[src/rtl/mca_sequencer_pkg.sv]
// -----------------------------------------------------------------------------
// FIR_pkg
// Shared types and constants for the multiply-conditional-add (MCA) datapath:
// the sequencer's state type, the adder's state type and the default adder
// latency. Imported by the sequencer, its interface and the bench.
// -----------------------------------------------------------------------------
package FIR_pkg;

    // Adder pipeline depth: cycles from mca_start to a valid mca_res.
    localparam int DEFAULT_MCA_LATENCY = 17;

    // Coefficient bank address width (bank holds at most 16 entries).
    localparam int COEF_ADDR_W = 4;

    // State of the conditional adder instantiated beside the sequencer.
    typedef enum logic [1:0] {
        MCA_IDLE,
        MCA_BUSY
    } mca_state_e;

    // Sequencer control states.
    typedef enum logic [1:0] {
        SEQ_IDLE,
        SEQ_START,
        SEQ_WAIT,
        SEQ_CAPTURE
    } seq_state_e;

endpackage

[src/rtl/mca_sequencer_if.sv]
// -----------------------------------------------------------------------------
// mca_sequencer_if
// Bundles every sequencer signal except clk/rst:
//   ce, s_valid, s_bit                 - clock enable and serial control bits
//   coef_we, coef_addr, coef_data      - coefficient bank write port
//   mca_start, mca_enable,
//   mca_operands, mca_s_values, mca_res - link to the conditional adder
//   out_valid, out_data, overrun       - captured result and drop flag
// Modport master is the sequencer side, slave is the environment side.
// -----------------------------------------------------------------------------
interface mca_sequencer_if #(
    parameter int WIDTH_COEFFICIENT = 32,
    parameter int NUM_ADDITIONS     = 16
);
    logic                                ce;
    logic                                s_valid;
    logic                                s_bit;
    logic                                coef_we;
    logic [FIR_pkg::COEF_ADDR_W-1:0]     coef_addr;
    logic signed [WIDTH_COEFFICIENT-1:0] coef_data;
    logic                                mca_start;
    logic                                mca_enable;
    logic signed [WIDTH_COEFFICIENT-1:0] mca_operands [NUM_ADDITIONS];
    logic [NUM_ADDITIONS-1:0]            mca_s_values;
    logic signed [WIDTH_COEFFICIENT-1:0] mca_res;
    logic                                out_valid;
    logic signed [WIDTH_COEFFICIENT-1:0] out_data;
    logic                                overrun;

    modport master (
        input  ce, s_valid, s_bit, coef_we, coef_addr, coef_data, mca_res,
        output mca_start, mca_enable, mca_operands, mca_s_values,
               out_valid, out_data, overrun
    );

    modport slave (
        output ce, s_valid, s_bit, coef_we, coef_addr, coef_data, mca_res,
        input  mca_start, mca_enable, mca_operands, mca_s_values,
               out_valid, out_data, overrun
    );
endinterface

[src/rtl/mca_sequencer.sv]
// -----------------------------------------------------------------------------
// mca_sequencer
// Collects serial control bits into a shift register, and every DOWNSAMPLE
// accepted samples (once the register has filled) snapshots the bits, starts
// the external conditional adder, waits out its latency and captures the sum.
// Ports:
//   clk  - single rising-edge clock
//   rst  - synchronous active-high reset
//   bus  - mca_sequencer_if.master (sample input, coefficient writes,
//          adder link, result/overrun outputs)
// -----------------------------------------------------------------------------
module mca_sequencer
    import FIR_pkg::*;
#(
    parameter int WIDTH_COEFFICIENT = 32,
    parameter int NUM_ADDITIONS     = 16,
    parameter int DOWNSAMPLE        = 4,
    parameter int MCA_LATENCY       = DEFAULT_MCA_LATENCY
) (
    input  logic              clk,
    input  logic              rst,
    mca_sequencer_if.master   bus
);

    localparam int FILL_W  = $clog2(NUM_ADDITIONS + 1);
    localparam int PHASE_W = (DOWNSAMPLE > 1) ? $clog2(DOWNSAMPLE) : 1;
    localparam int WAIT_W  = (MCA_LATENCY > 1) ? $clog2(MCA_LATENCY) : 1;

    localparam logic [FILL_W-1:0]  FILL_FULL  = FILL_W'(NUM_ADDITIONS);
    localparam logic [PHASE_W-1:0] PHASE_LAST = PHASE_W'(DOWNSAMPLE - 1);
    localparam logic [WAIT_W-1:0]  WAIT_LAST  = WAIT_W'(MCA_LATENCY - 1);

    seq_state_e                          state_reg, state_next;
    logic [FILL_W-1:0]                   fill_reg, fill_next;
    logic [PHASE_W-1:0]                  phase_reg, phase_next;
    logic [WAIT_W-1:0]                   wait_reg, wait_next;
    logic [NUM_ADDITIONS-1:0]            shift_reg, shift_in, shift_post;
    logic [NUM_ADDITIONS-1:0]            snap_reg, snap_next;
    logic signed [WIDTH_COEFFICIENT-1:0] out_data_reg, out_data_next;
    logic                                overrun_reg, overrun_next;
    logic signed [WIDTH_COEFFICIENT-1:0] coef_reg [NUM_ADDITIONS];

    logic accept;
    logic trigger;
    logic start_c;
    logic capture_c;

    assign accept = bus.ce & bus.s_valid;

    // Newest bit enters at index 0, older bits move toward the top.
    generate
        if (NUM_ADDITIONS > 1) begin : g_shift
            assign shift_in = {shift_reg[NUM_ADDITIONS-2:0], bus.s_bit};
        end else begin : g_shift_single
            assign shift_in = bus.s_bit;
        end
    endgenerate

    // Sample bookkeeping: shift register, fill and phase counters.
    always_comb begin
        shift_post = shift_reg;
        fill_next  = fill_reg;
        phase_next = phase_reg;
        if (accept) begin
            shift_post = shift_in;
            fill_next  = (fill_reg == FILL_FULL) ? fill_reg : fill_reg + 1'b1;
            phase_next = (phase_reg == PHASE_LAST) ? '0 : phase_reg + 1'b1;
        end
    end

    // The fill test uses the post-increment count so the sample that
    // completes the register can itself fire the first trigger.
    assign trigger = accept && (phase_reg == PHASE_LAST) && (fill_next == FILL_FULL);

    // Control FSM: next state and per-state actions.
    always_comb begin
        state_next    = state_reg;
        wait_next     = wait_reg;
        snap_next     = snap_reg;
        out_data_next = out_data_reg;
        overrun_next  = overrun_reg;
        start_c       = 1'b0;
        capture_c     = 1'b0;

        case (state_reg)
            SEQ_IDLE: begin
                if (trigger) begin
                    snap_next  = shift_post;
                    state_next = SEQ_START;
                end
            end
            SEQ_START: begin
                start_c    = 1'b1;
                wait_next  = '0;
                state_next = SEQ_WAIT;
            end
            SEQ_WAIT: begin
                wait_next = wait_reg + 1'b1;
                if (wait_reg == WAIT_LAST) begin
                    // mca_res is latched on the edge that enters CAPTURE, so
                    // out_data is already valid while out_valid is high.
                    out_data_next = bus.mca_res;
                    state_next    = SEQ_CAPTURE;
                end
            end
            SEQ_CAPTURE: begin
                capture_c  = 1'b1;
                state_next = SEQ_IDLE;
            end
            default: state_next = SEQ_IDLE;
        endcase

        // A trigger while busy is lost; remember that until reset.
        if (trigger && (state_reg != SEQ_IDLE)) begin
            overrun_next = 1'b1;
        end
    end

    always_ff @(posedge clk) begin
        if (rst) begin
            state_reg    <= SEQ_IDLE;
            fill_reg     <= '0;
            phase_reg    <= '0;
            wait_reg     <= '0;
            shift_reg    <= '0;
            snap_reg     <= '0;
            out_data_reg <= '0;
            overrun_reg  <= 1'b0;
        end else if (bus.ce) begin
            state_reg    <= state_next;
            fill_reg     <= fill_next;
            phase_reg    <= phase_next;
            wait_reg     <= wait_next;
            shift_reg    <= shift_post;
            snap_reg     <= snap_next;
            out_data_reg <= out_data_next;
            overrun_reg  <= overrun_next;
        end
    end

    // Coefficient bank: one register per operand; addresses beyond the bank
    // match no entry and are therefore ignored.
    generate
        for (genvar gi = 0; gi < NUM_ADDITIONS; gi++) begin : g_coef
            always_ff @(posedge clk) begin
                if (rst) begin
                    coef_reg[gi] <= '0;
                end else if (bus.ce && bus.coef_we &&
                             (bus.coef_addr == COEF_ADDR_W'(gi))) begin
                    coef_reg[gi] <= bus.coef_data;
                end
            end
            assign bus.mca_operands[gi] = coef_reg[gi];
        end
    endgenerate

    // Strobes are masked by ce so a stalled cycle never shows a pulse.
    assign bus.mca_start    = start_c & bus.ce;
    assign bus.out_valid    = capture_c & bus.ce;
    assign bus.mca_enable   = bus.ce;
    assign bus.mca_s_values = snap_reg;
    assign bus.out_data     = out_data_reg;
    assign bus.overrun      = overrun_reg;

endmodule

[src/flat_wrapper.sv]
// flat-port wrapper written by rule: the top's interface ports become plain ports
module mca_sequencer_flat import FIR_pkg::*;
#(
    parameter int WIDTH_COEFFICIENT = 32,
    parameter int NUM_ADDITIONS     = 16,
    parameter int DOWNSAMPLE        = 4,
    parameter int MCA_LATENCY       = DEFAULT_MCA_LATENCY
)
  (clk, rst, bus_ce, bus_s_valid, bus_s_bit, bus_coef_we, bus_coef_addr, bus_coef_data, bus_mca_res, bus_mca_start, bus_mca_enable, bus_mca_operands, bus_mca_s_values, bus_out_valid, bus_out_data, bus_overrun);
  mca_sequencer_if #(.WIDTH_COEFFICIENT(WIDTH_COEFFICIENT), .NUM_ADDITIONS(NUM_ADDITIONS)) bus_i ();
  input  logic clk;
  input  logic rst;
  input wire logic [$bits(bus_i.ce)-1:0] bus_ce;
  input wire logic [$bits(bus_i.s_valid)-1:0] bus_s_valid;
  input wire logic [$bits(bus_i.s_bit)-1:0] bus_s_bit;
  input wire logic [$bits(bus_i.coef_we)-1:0] bus_coef_we;
  input wire logic [$bits(bus_i.coef_addr)-1:0] bus_coef_addr;
  input wire logic [$bits(bus_i.coef_data)-1:0] bus_coef_data;
  input wire logic [$bits(bus_i.mca_res)-1:0] bus_mca_res;
  output wire logic [$bits(bus_i.mca_start)-1:0] bus_mca_start;
  output wire logic [$bits(bus_i.mca_enable)-1:0] bus_mca_enable;
  output wire logic [$bits(bus_i.mca_operands)-1:0] bus_mca_operands;
  output wire logic [$bits(bus_i.mca_s_values)-1:0] bus_mca_s_values;
  output wire logic [$bits(bus_i.out_valid)-1:0] bus_out_valid;
  output wire logic [$bits(bus_i.out_data)-1:0] bus_out_data;
  output wire logic [$bits(bus_i.overrun)-1:0] bus_overrun;
  assign bus_i.ce = bus_ce;
  assign bus_i.s_valid = bus_s_valid;
  assign bus_i.s_bit = bus_s_bit;
  assign bus_i.coef_we = bus_coef_we;
  assign bus_i.coef_addr = bus_coef_addr;
  assign bus_i.coef_data = bus_coef_data;
  assign bus_i.mca_res = bus_mca_res;
  assign bus_mca_start = bus_i.mca_start;
  assign bus_mca_enable = bus_i.mca_enable;
  assign bus_mca_operands = {>>{bus_i.mca_operands}};
  assign bus_mca_s_values = bus_i.mca_s_values;
  assign bus_out_valid = bus_i.out_valid;
  assign bus_out_data = bus_i.out_data;
  assign bus_overrun = bus_i.overrun;
  mca_sequencer #(.WIDTH_COEFFICIENT(WIDTH_COEFFICIENT), .NUM_ADDITIONS(NUM_ADDITIONS), .DOWNSAMPLE(DOWNSAMPLE), .MCA_LATENCY(MCA_LATENCY)) u_core (.clk(clk), .rst(rst), .bus(bus_i));
endmodule
[config.mk]
export PLATFORM = sky130hd
export DESIGN_NAME = mca_sequencer_flat
export DESIGN_NICKNAME = d
export VERILOG_FILES = /design/src/rtl/mca_sequencer_pkg.sv /design/src/rtl/mca_sequencer_if.sv /design/src/rtl/mca_sequencer.sv /design/src/flat_wrapper.sv
export SDC_FILE = /design/constraint.sdc
export NUM_CORES = 1
export LEC_CHECK = 0
export BUFFER_PORTS_ARGS = -buffer_cell sky130_fd_sc_hd__buf_2
export CORE_AREA = 2 2 251 253
export CTS_BUF_LIST = sky130_fd_sc_hd__clkbuf_16
export DETAILED_ROUTE_END_ITERATION = 16
export DIE_AREA = 0 0 253 255
export HOLD_SLACK_MARGIN = 0.03
export PLACE_DENSITY = 0.66
export SLEW_MARGIN = 40
export SYNTH_ARGS = -nofsm -noshare
export SYNTH_HDL_FRONTEND = slang
export SYNTH_SLANG_ARGS = --single-unit
[constraint.sdc]
create_clock -name clk -period 6.8 [get_ports clk]
set_input_delay 2.04 -clock clk [delete_from_list [all_inputs] [get_ports clk]]
set_output_delay 2.04 -clock clk [all_outputs]
set_load 0.02 [all_outputs]
==> impl_metrics.json, run 1 <==
{
  "outcome": "complete, no violations",
  "fin_crit_sh_pct": 69.47,
  "start_util_pct": 35.97,
  "path_max_fanout": 13,
  "firstDrtPassIters": 5,
  "ios": 638,
  "drive_above_1_share_pct": 36.73,
  "min_path_type": "reg2reg",
  "final.min_clock_period_ps": 4724,
  "yosys.area_share.xor_xnor_pct": 0.2350,
  "met2_length_um": 36650,
  "p_leak_nw": 11.43,
  "ant_nets": 0,
  "synthCells": 1521,
  "gr-total-overflow": 0,
  "ir_worst_vdd_uv": 209.6,
  "io_buffer_count": 637,
  "rsz0062_at_grt": "false",
  "synth_edf_count": 512,
  "finalMaxSlewViolations": 0,
  "fin_util_pct": 46.29,
  "via_per_inst": 4.789,
  "grt_usage_pct": 21.45,
  "worst_setup_path_end_kind": "primary output",
  "grt_pass1_wl_um": 98880,
  "antenna_found_initial": 9,
  "yosys.area_share.simple_pct": 18.03,
  "cts_num_sinks": 591,
  "holdPathStages": 2,
  "cts_resized": 0,
  "cts.path.max_buffers": 3,
  "final_nets": 2234,
  "post-place-ws_ps": 1927,
  "clk_pin_slew_ps": 60,
  "holdPathEnd": "u_core.bus.out_data[21]$_SDFFE_PP0P_",
  "timing.hold.ws_ps": 453.2,
  "critPathKind": "in2out",
  "rr_worst_depth": 6,
  "area_growth_pct": 28.68,
  "ys_async_sr_fraction_pct": 0,
  "worstPathRequired_ps": 4760,
  "die_area_um2": 64520,
  "postSynthAreaPerCell_um2": 14.70,
  "timing.fmax_mhz": 211.7,
  "cts_root_buffer": "clkbuf_16",
  "reg2reg_slack_ps": 4380,
  "wirelength_um": 72010,
  "topRoutingLayerUsed": "met4",
  "fin_ws_ps": 2076,
  "worst_slew_pin_slew_ps": 832.6,
  "clock_latency_ps": 620,
  "drt-met1-wl_um": 27730,
  "finalSetupViolations": 0,
  "first_global_vias": 13910,
  "r2r-end": "u_core.bus.out_data[11]$_SDFFE_PP0P_",
  "drtIter0Drc": 1107,
  "hold_viol_final": 0,
  "post_cts_buffers": 0,
  "start_kind": "primary input",
  "synth-compound-area-share_pct": 2.210,
  "cts_tree": "yes",
  "die_w_um": 253,
  "dp_hpwl_um": 49970,
  "synthFlopType": "edfxtp_1",
  "synthMuxAreaShare_pct": 0.9737,
  "design_area_um2": 28770,
  "cts_made_buffers": 61,
  "drc": 0,
  "ys_ff_latch": 591,
  "max_slew_margin_pct": 43.74,
  "met3WireLength_um": 5682,
  "hp-start": "u_core.bus.out_data[21]$_SDFFE_PP0P_",
  "synth.cell_area_um2": 22360,
  "ys_types": 44,
  "place_area_um2": 26720,
  "globalplace.congestion": 0.8258,
  "num_vias": 14380,
  "crit_arrival_ps": 2680,
  "core_region_area_um2": 62160,
  "wire_per_inst_um": 23.99,
  "largest_reg_flops": 512,
  "finalSetupTns_ps": 0,
  "synth_fa_ha_area_share_pct": 0.5596,
  "seq_area_frac_synth_pct": 75.84,
  "h-tree-depth": 2,
  "p_per_area_nw_per_um2": 281.8,
  "placementRows": 92,
  "fp.dieH_um": 255,
  "syn_nets": 1605,
  "drv_cap": 0,
  "hold_buffers": 0,
  "skew_ps": 9.315,
  "synth_top_family_by_area": "simple AND/OR/NAND/NOR gates",
  "rr_startpoint": "u_core.wait_reg[0]$_SDFFE_PP0P_",
  "ys_warn_count": 0,
  "grt_max_degree": 76
}
stage by stage:
step,instances,total power [W]
6_report,3002,0.008109
5_1_grt,3001,0.008329
3_5_place_dp,2880,0.004939
3_3_place_gp,2872,0.004926
4_1_cts,2993,0.008167
2_1_floorplan,1521,0.004581
report_power, final:
group	switching, W	internal (W)	leakage, nW	total (W)
Combinational	0.000531	0.000162	4.92	0.000692
Clock	0.00141	0.00184	0.992	0.00325
Sequential	0.0000544	0.00411	5.52	0.00416
Total	0.00200	0.00611	11.4	0.00811
synthesized netlist by cell type, drive strengths merged (2+ instances only):
| library cell | count | area [um2] |
|---|---|---|
| inv | 11 | 41.29 |
| nand4 | 5 | 31.28 |
| a21oi | 55 | 275.3 |
| nand2 | 109 | 409.1 |
| buf | 22 | 117.6 |
| xor2 | 4 | 35.03 |
| or3 | 4 | 25.02 |
| nor2 | 26 | 113.9 |
| nand3 | 4 | 25.02 |
| xnor2 | 2 | 17.52 |
| dfxtp | 79 | 1582 |
| o31ai | 5 | 42.54 |
| mux2 | 16 | 217.7 |
| clkbuf | 86 | 322.8 |
| nor3 | 3 | 15.01 |
| and2 | 516 | 3228 |
| edfxtp | 512 | 15370 |
| ha | 10 | 125.1 |
| nor2b | 16 | 100.1 |
| o21ai | 16 | 80.08 |
| nand2b | 4 | 25.02 |
worst max-delay path by stage:
stage	startpoint	to	slack [ps]	cells after the start
after detailed placement	bus_ce	u_core.coef_reg[0][70]$_SDFFCE_PN0P_	1930	4
after CTS	bus_ce	bus_out_valid	2090	3
after global placement	bus_ce	u_core.coef_reg[0][66]$_SDFFCE_PN0P_	2030	4
after global routing	bus_ce	bus_out_valid	2060	3
final	bus_ce	bus_out_valid	2080	3
after floorplan	bus_ce	u_core.coef_reg[0][0]$_SDFFCE_PN0P_	1180	5
per-layer routing:
| layer | GRT usage [%] | vias to the layer above |
|---|---|---|
| met5 | 0 | - |
| li1 | - | 6470 |
| met4 | 6.475 | 0 |
| met1 | 26.37 | 7090 |
| met2 | 37.86 | 703 |
| met3 | 4.637 | 115 |
cell usage in the layout (no fill, tap or decap), types with 2 or more instances in the layout:
| cell | netlist | routed |
|---|---|---|
| buf_2 | 16 | 637 |
| and2_1 | 516 | 516 |
| edfxtp_1 | 512 | 512 |
| nand2_1 | 109 | 108 |
| dfxtp_1 | 79 | 79 |
| clkbuf_16 | 0 | 63 |
| a21oi_1 | 55 | 55 |
| buf_4 | 1 | 25 |
| inv_1 | 11 | 24 |
| clkinv_1 | 0 | 17 |
| nor2b_1 | 16 | 16 |
| o21ai_4 | 0 | 12 |
| nor2_4 | 0 | 10 |
| mux2_4 | 10 | 10 |
| ha_1 | 10 | 10 |
| nor2_1 | 25 | 9 |
| clkinv_2 | 0 | 7 |
| nor2_2 | 0 | 6 |
| mux2_1 | 6 | 6 |
| buf_8 | 1 | 6 |
| nand4_1 | 5 | 5 |
| bufinv_16 | 0 | 5 |
| buf_16 | 0 | 5 |
| or3_1 | 4 | 4 |
| nand2b_1 | 4 | 4 |
| o31ai_4 | 0 | 4 |
| xor2_1 | 4 | 4 |
| o21ai_0 | 16 | 4 |
| diode_2 | 0 | 3 |
| nor3_1 | 3 | 3 |
| inv_6 | 0 | 3 |
| clkinvlp_4 | 0 | 3 |
| nand3_1 | 3 | 2 |
| nand3_2 | 1 | 2 |
| xnor2_1 | 2 | 2 |
| inv_8 | 0 | 2 |
cell type report:
| class | instances | area [um2] |
|---|---|---|
| clock inverters | 51 | 377.9 |
| flip-flops and latches | 591 | 16960 |
| well taps | 799 | 999.7 |
| clock buffers | 62 | 1551 |
| inverters | 11 | 41.29 |
| diodes | 3 | 7.507 |
| repair buffers | 674 | 3628 |
| multi-input cells | 811 | 5210 |
| fillers | 5476 | 33390 |
worst max-delay path, stage by stage:
cell and delay [ps]:
buf_2 270, and2_1 200, buf_2 170
cell families after synthesis:
| family | Yosys count |
|---|---|
| and+or+nand+nor | 693 |
| DFF | 591 |
| xor gates and xnor gates | 6 |
| muxes | 16 |
| adders and majority gates | 10 |
| buffers and inverters | 119 |
| AOI/OAI and AO/OA | 86 |
(Power assumes the default switching activity.)
==> inputs of run 2 (changes only) <==
--- a/config.mk
+++ b/config.mk
@@ -6,12 +6,12 @@
 export NUM_CORES = 1
 export LEC_CHECK = 0
 export BUFFER_PORTS_ARGS = -buffer_cell sky130_fd_sc_hd__buf_2
-export CORE_AREA = 2 2 251 253
+export CORE_AREA = 2 2 249 251
 export CTS_BUF_LIST = sky130_fd_sc_hd__clkbuf_16
 export DETAILED_ROUTE_END_ITERATION = 16
-export DIE_AREA = 0 0 253 255
+export DIE_AREA = 0 0 251 253
 export HOLD_SLACK_MARGIN = 0.03
-export PLACE_DENSITY = 0.66
+export PLACE_DENSITY = 0.69
 export SLEW_MARGIN = 40
 export SYNTH_ARGS = -nofsm -noshare
 export SYNTH_HDL_FRONTEND = slang
==> constraint.sdc (replaced) <==
create_clock -name clk -period 3.8 [get_ports clk]
set_input_delay 1.14 -clock clk [delete_from_list [all_inputs] [get_ports clk]]
set_output_delay 1.14 -clock clk [all_outputs]
set_load 0.02 [all_outputs]
==> impl_metrics.json, run 2 (same netlist as run 1, synthesis figures left out) <==
{
  "max_slew_margin_pct": 48.37,
  "firstDrtPassIters": 5,
  "critPathKind": "in2out",
  "crit_arrival_ps": 1800,
  "via_per_inst": 4.865,
  "mostFrequentLayoutCells": "buf_2 (637), and2_1 (516), edfxtp_1 (512), nand2_1 (109), dfxtp_1 (79)",
  "place_area_um2": 26910,
  "first_global_vias": 14520,
  "cts_made_buffers": 61,
  "wire_per_inst_um": 23.86,
  "rr_worst_depth": 7,
  "finalSetupTns_ps": 0,
  "cts.path.max_buffers": 3,
  "largest_reg_flops": 512,
  "pwr-share-seq_pct": 52.2,
  "min_path_type": "reg2reg",
  "skew_ps": 16.35,
  "cts_resized": 0,
  "drv_cap": 0,
  "p_per_area_nw_per_um2": 496.1,
  "ff_latch_area_um2": 16960,
  "drtIter0Drc": 1176,
  "grt_pass1_wl_um": 100800,
  "hold_viol_final": 0,
  "final_nets": 2245,
  "p_switching_w": 0.003591,
  "final.min_clock_period_ps": 2936,
  "start_kind": "primary input",
  "fp.dieH_um": 253,
  "p_int_w": 0.01069,
  "cts_root_buffer": "clkbuf_16",
  "antenna_found_initial": 10,
  "io_buffer_count": 637,
  "clock_latency_ps": 630,
  "design_area_um2": 28790,
  "start_util_pct": 36.64,
  "core_region_area_um2": 61030,
  "hold_buffers": 0,
  "fin_util_pct": 47.18,
  "cts_tree": "yes",
  "holdPathStages": 2,
  "drc": 0,
  "fin_crit_sh_pct": 77.27,
  "clk_pin_slew_ps": 60,
  "drive_above_1_share_pct": 36.95,
  "r2r-end": "u_core.bus.mca_s_values[3]$_SDFFE_PP0P_",
  "worst_slew_pin_slew_ps": 774.5,
  "reg2reg_slack_ps": 1610,
  "hp-start": "u_core.bus.out_data[13]$_SDFFE_PP0P_",
  "cts_num_sinks": 591,
  "die_w_um": 251,
  "nFillCells": 5327,
  "area_growth_pct": 28.77,
  "rsz0062_at_grt": "false",
  "globalplace.congestion": 0.8300,
  "wirelength_um": 71690,
  "post_cts_buffers": 0,
  "sw_frac_of_total_pct": 25.14,
  "holdPathEnd": "u_core.bus.out_data[13]$_SDFFE_PP0P_",
  "ir_worst_vdd_uv": 344.3,
  "outcome": "complete, no violations",
  "ant_nets": 0,
  "rr_startpoint": "u_core.fill_reg[0]$_SDFFE_PP0P_",
  "h-tree-depth": 2,
  "num_vias": 14620,
  "placementRows": 91,
  "finalSetupViolations": 0,
  "finalMaxSlewViolations": 0,
  "worst_setup_path_end_kind": "primary output",
  "dp_hpwl_um": 49750,
  "timing.fmax_mhz": 340.6,
  "gr-total-overflow": 0,
  "worstPathRequired_ps": 2660,
  "ios": 638,
  "layout_commonest_cell": "buf_2",
  "grt_max_degree": 74,
  "power.share.combinational_pct": 8.7,
  "p_clk_share_pct": 39.1,
  "grt_usage_pct": 21.93,
  "die_area_um2": 63500,
  "multi_input_area_um2": 5186,
  "path_max_fanout": 13,
  "p_leak_nw": 11.50
}
==> run 2: area by class of cell <==
cell class                      count  share of cell area [%]
Sequential cell                   591                   58.89
Inverter                           11                  0.1434
Multi-Input combinational cell    811                   18.01
Clock buffer                       62                   5.389
Tap cell                          790                   3.433
Antenna cell                        1                0.008691
Clock inverter                     54                   1.130
Timing Repair Buffer              685                   12.99
==> run 2: metrics by stage <==
stage | total power [W] | hold slack, ps | setup slack [ps] | instances
2_1_floorplan | 0.008197 | 437.0 | -801.4 | 1521
3_3_place_gp | 0.008817 | 440.2 | 554.0 | 2884
3_5_place_dp | 0.008847 | 448.6 | 554.8 | 2888
4_1_cts | 0.01439 | 458.7 | 846.0 | 3004
5_1_grt | 0.01470 | 469.5 | 825.2 | 3004
6_report | 0.01428 | 455.7 | 863.6 | 3005
==> run 2: worst max path at each step <==
| stage | startpoint | to | slack, ps |
|---|---|---|---|
| finish | bus_ce | bus_mca_start | 860 |
| global route | bus_ce | bus_mca_start | 830 |
| CTS | bus_ce | bus_mca_start | 850 |
| detailed placement | bus_coef_addr[3] | u_core.coef_reg[1][118]$_SDFFCE_PN0P_ | 550 |
| global placement | bus_coef_addr[2] | u_core.coef_reg[1][210]$_SDFFCE_PN0P_ | 550 |
| floorplan | bus_ce | u_core.coef_reg[1][0]$_SDFFCE_PN0P_ | -800 |
==> run 2: worst max-delay path, stage by stage <==
cell    delay, ps
buf_2         270
and2_1        200
buf_2         180
==> run 2: metal layers <==
| metal | GRT usage (%) | vias up | routed length [um] |
|---|---|---|---|
| met5 | 0 | - | 10 |
| met1 | 26.89 | 7250 | 27210 |
| li1 | - | 6482 | - |
| met3 | 5.500 | 126 | 6357 |
| met4 | 6.548 | 2 | 1971 |
| met2 | 38.21 | 759 | 36140 |
==> run 2: power by group through the flow <==
stage / combinational (W) / sequential (W) / clock [W]
floorplan: 0.000170 / 0.00803 / 0
global placement: 0.00124 / 0.00758 / 0
detailed placement: 0.00126 / 0.00758 / 0
CTS: 0.00126 / 0.00745 / 0.00567
global route: 0.00130 / 0.00748 / 0.00593
finish: 0.00125 / 0.00745 / 0.00559
==> inputs of run 3 (changes only) <==
==> constraint.sdc (replaced) <==
create_clock -name clk -period 2.6 [get_ports clk]
set_input_delay 0.78 -clock clk [delete_from_list [all_inputs] [get_ports clk]]
set_output_delay 0.78 -clock clk [all_outputs]
set_load 0.02 [all_outputs]
==> impl_metrics.json, run 3 (same netlist as run 1, synthesis figures left out) <==
{
  "fin_ws_ps": 205.0,
  "drc": 0,
  "crit_arrival_ps": 1620,
  "die_area_um2": 63500,
  "antenna_found_initial": 14,
  "cts_num_sinks": 591,
  "critPathKind": "reg2out",
  "finalSetupViolations": 0,
  "first_global_vias": 14710,
  "worst_slew_pin_slew_ps": 788.4,
  "wirelength_um": 72210,
  "cts_tree": "yes",
  "multi_input_area_um2": 5184,
  "placementRows": 91,
  "via_per_inst": 4.818,
  "area_growth_pct": 31.32,
  "outcome": "complete, no violations",
  "min_path_type": "in2reg",
  "io_buffer_count": 637,
  "hold_viol_final": 0,
  "fin_crit_sh_pct": 92.12,
  "skew_ps": 22.48,
  "cts.path.max_buffers": 3,
  "p_leak_nw": 11.74,
  "fp.dieH_um": 253,
  "path_max_fanout": 5,
  "wire_per_inst_um": 23.82,
  "finalMaxSlewViolations": 0,
  "h-tree-depth": 3,
  "grt_pass1_wl_um": 99660,
  "die_w_um": 251,
  "largest_reg_flops": 512,
  "mostFrequentLayoutCells": "buf_2 (637), and2_1 (516), edfxtp_1 (512), nand2_1 (108), dfxtp_1 (79)",
  "clock_latency_ps": 590,
  "final_nets": 2267,
  "ant_nets": 0,
  "drv_cap": 0,
  "final.min_clock_period_ps": 2395,
  "drive_above_1_share_pct": 37.51,
  "post_cts_buffers": 0,
  "cts_made_buffers": 66,
  "ff_latch_area_um2": 16960,
  "drtIter0Drc": 1122,
  "nFillCells": 5254,
  "post-place-ws_ps": 107.8,
  "timing.fmax_mhz": 417.5,
  "num_vias": 14610,
  "finalSetupTns_ps": 0,
  "grt_max_degree": 74,
  "max_slew_margin_pct": 47.44,
  "grt_usage_pct": 22.01,
  "ir_worst_vdd_uv": 783.8,
  "start_kind": "flip-flop",
  "start_util_pct": 36.64,
  "cts_resized": 0,
  "worst_setup_path_end_kind": "primary output",
  "clk_pin_slew_ps": 60,
  "core_region_area_um2": 61030,
  "reg2reg_slack_ps": 470,
  "worstPathRequired_ps": 1820,
  "rsz0062_at_grt": "false",
  "layout_commonest_cell": "buf_2",
  "firstDrtPassIters": 5,
  "fin_util_pct": 48.11,
  "globalplace.congestion": 0.8104,
  "p_per_area_nw_per_um2": 741.7,
  "dp_hpwl_um": 50080,
  "ios": 638,
  "cts_root_buffer": "clkbuf_16",
  "hold_buffers": 0,
  "gr-total-overflow": 0
}
[run 3: final timing paths]
| kind | start | to | cells past startpoint |
|---|---|---|---|
| min reg2reg | u_core.bus.out_data[22]$_SDFFE_PP0P_ | u_core.bus.out_data[22]$_SDFFE_PP0P_ | 2 |
| max reg2reg | u_core.fill_reg[0]$_SDFFE_PP0P_ | u_core.bus.mca_s_values[3]$_SDFFE_PP0P_ | 7 |
| max | u_core.state_reg[1]$_SDFFE_PP0P_ | bus_mca_start | 4 |
| min | bus_mca_res[22] | u_core.bus.out_data[22]$_SDFFE_PP0P_ | 3 |
[run 3: critical path, stage by stage, from the launching register on]
cell     delay, ps
dfxtp_1        410
inv_1          110
ha_1           180
and2_1         150
buf_2          170
[run 3: through the flow]
stage               instances  hold slack (ps)  area [um2]  power (W)
finish                   3032            425.7       29360    0.02178
global route             3028            411.0       29350    0.02241
CTS                      3027            382.8       29350    0.02196
detailed placement       2905            445.0       27250    0.01296
global placement         2905            440.3       27250    0.01293
floorplan                1521            437.0       22480    0.01198
[run 3: power breakdown]
part / total [W] / switching (W) / leakage (nW) / internal, W
combinational: 0.00186 / 0.00139 / 5.13 / 0.000472
clock: 0.00903 / 0.00381 / 1.09 / 0.00522
sequential: 0.0109 / 0.000140 / 5.52 / 0.0107
total: 0.0218 / 0.00534 / 11.7 / 0.0164
[run 3: metal layers]
| metal | share of wire (%) | vias to the layer above | global-route usage [%] |
|---|---|---|---|
| li1 | - | 6543 | - |
| met1 | 38 | 7155 | 26.11 |
| met2 | 49 | 752 | 37.02 |
| met3 | 9.3 | 156 | 6.209 |
| met4 | 4.0 | 2 | 10.44 |
| met5 | 0.018 | - | 0 |
[run 3: layout make-up]
cell class              count  share of cell area, %
repair buffers            702                  13.88
flip-flops and latches    591                  57.75
inverters                  11                 0.1406
multi-input cells         811                  17.66
clock buffers              69                  5.881
diodes                      5                0.04261
well taps                 790                  3.367
clock inverters            53                  1.278
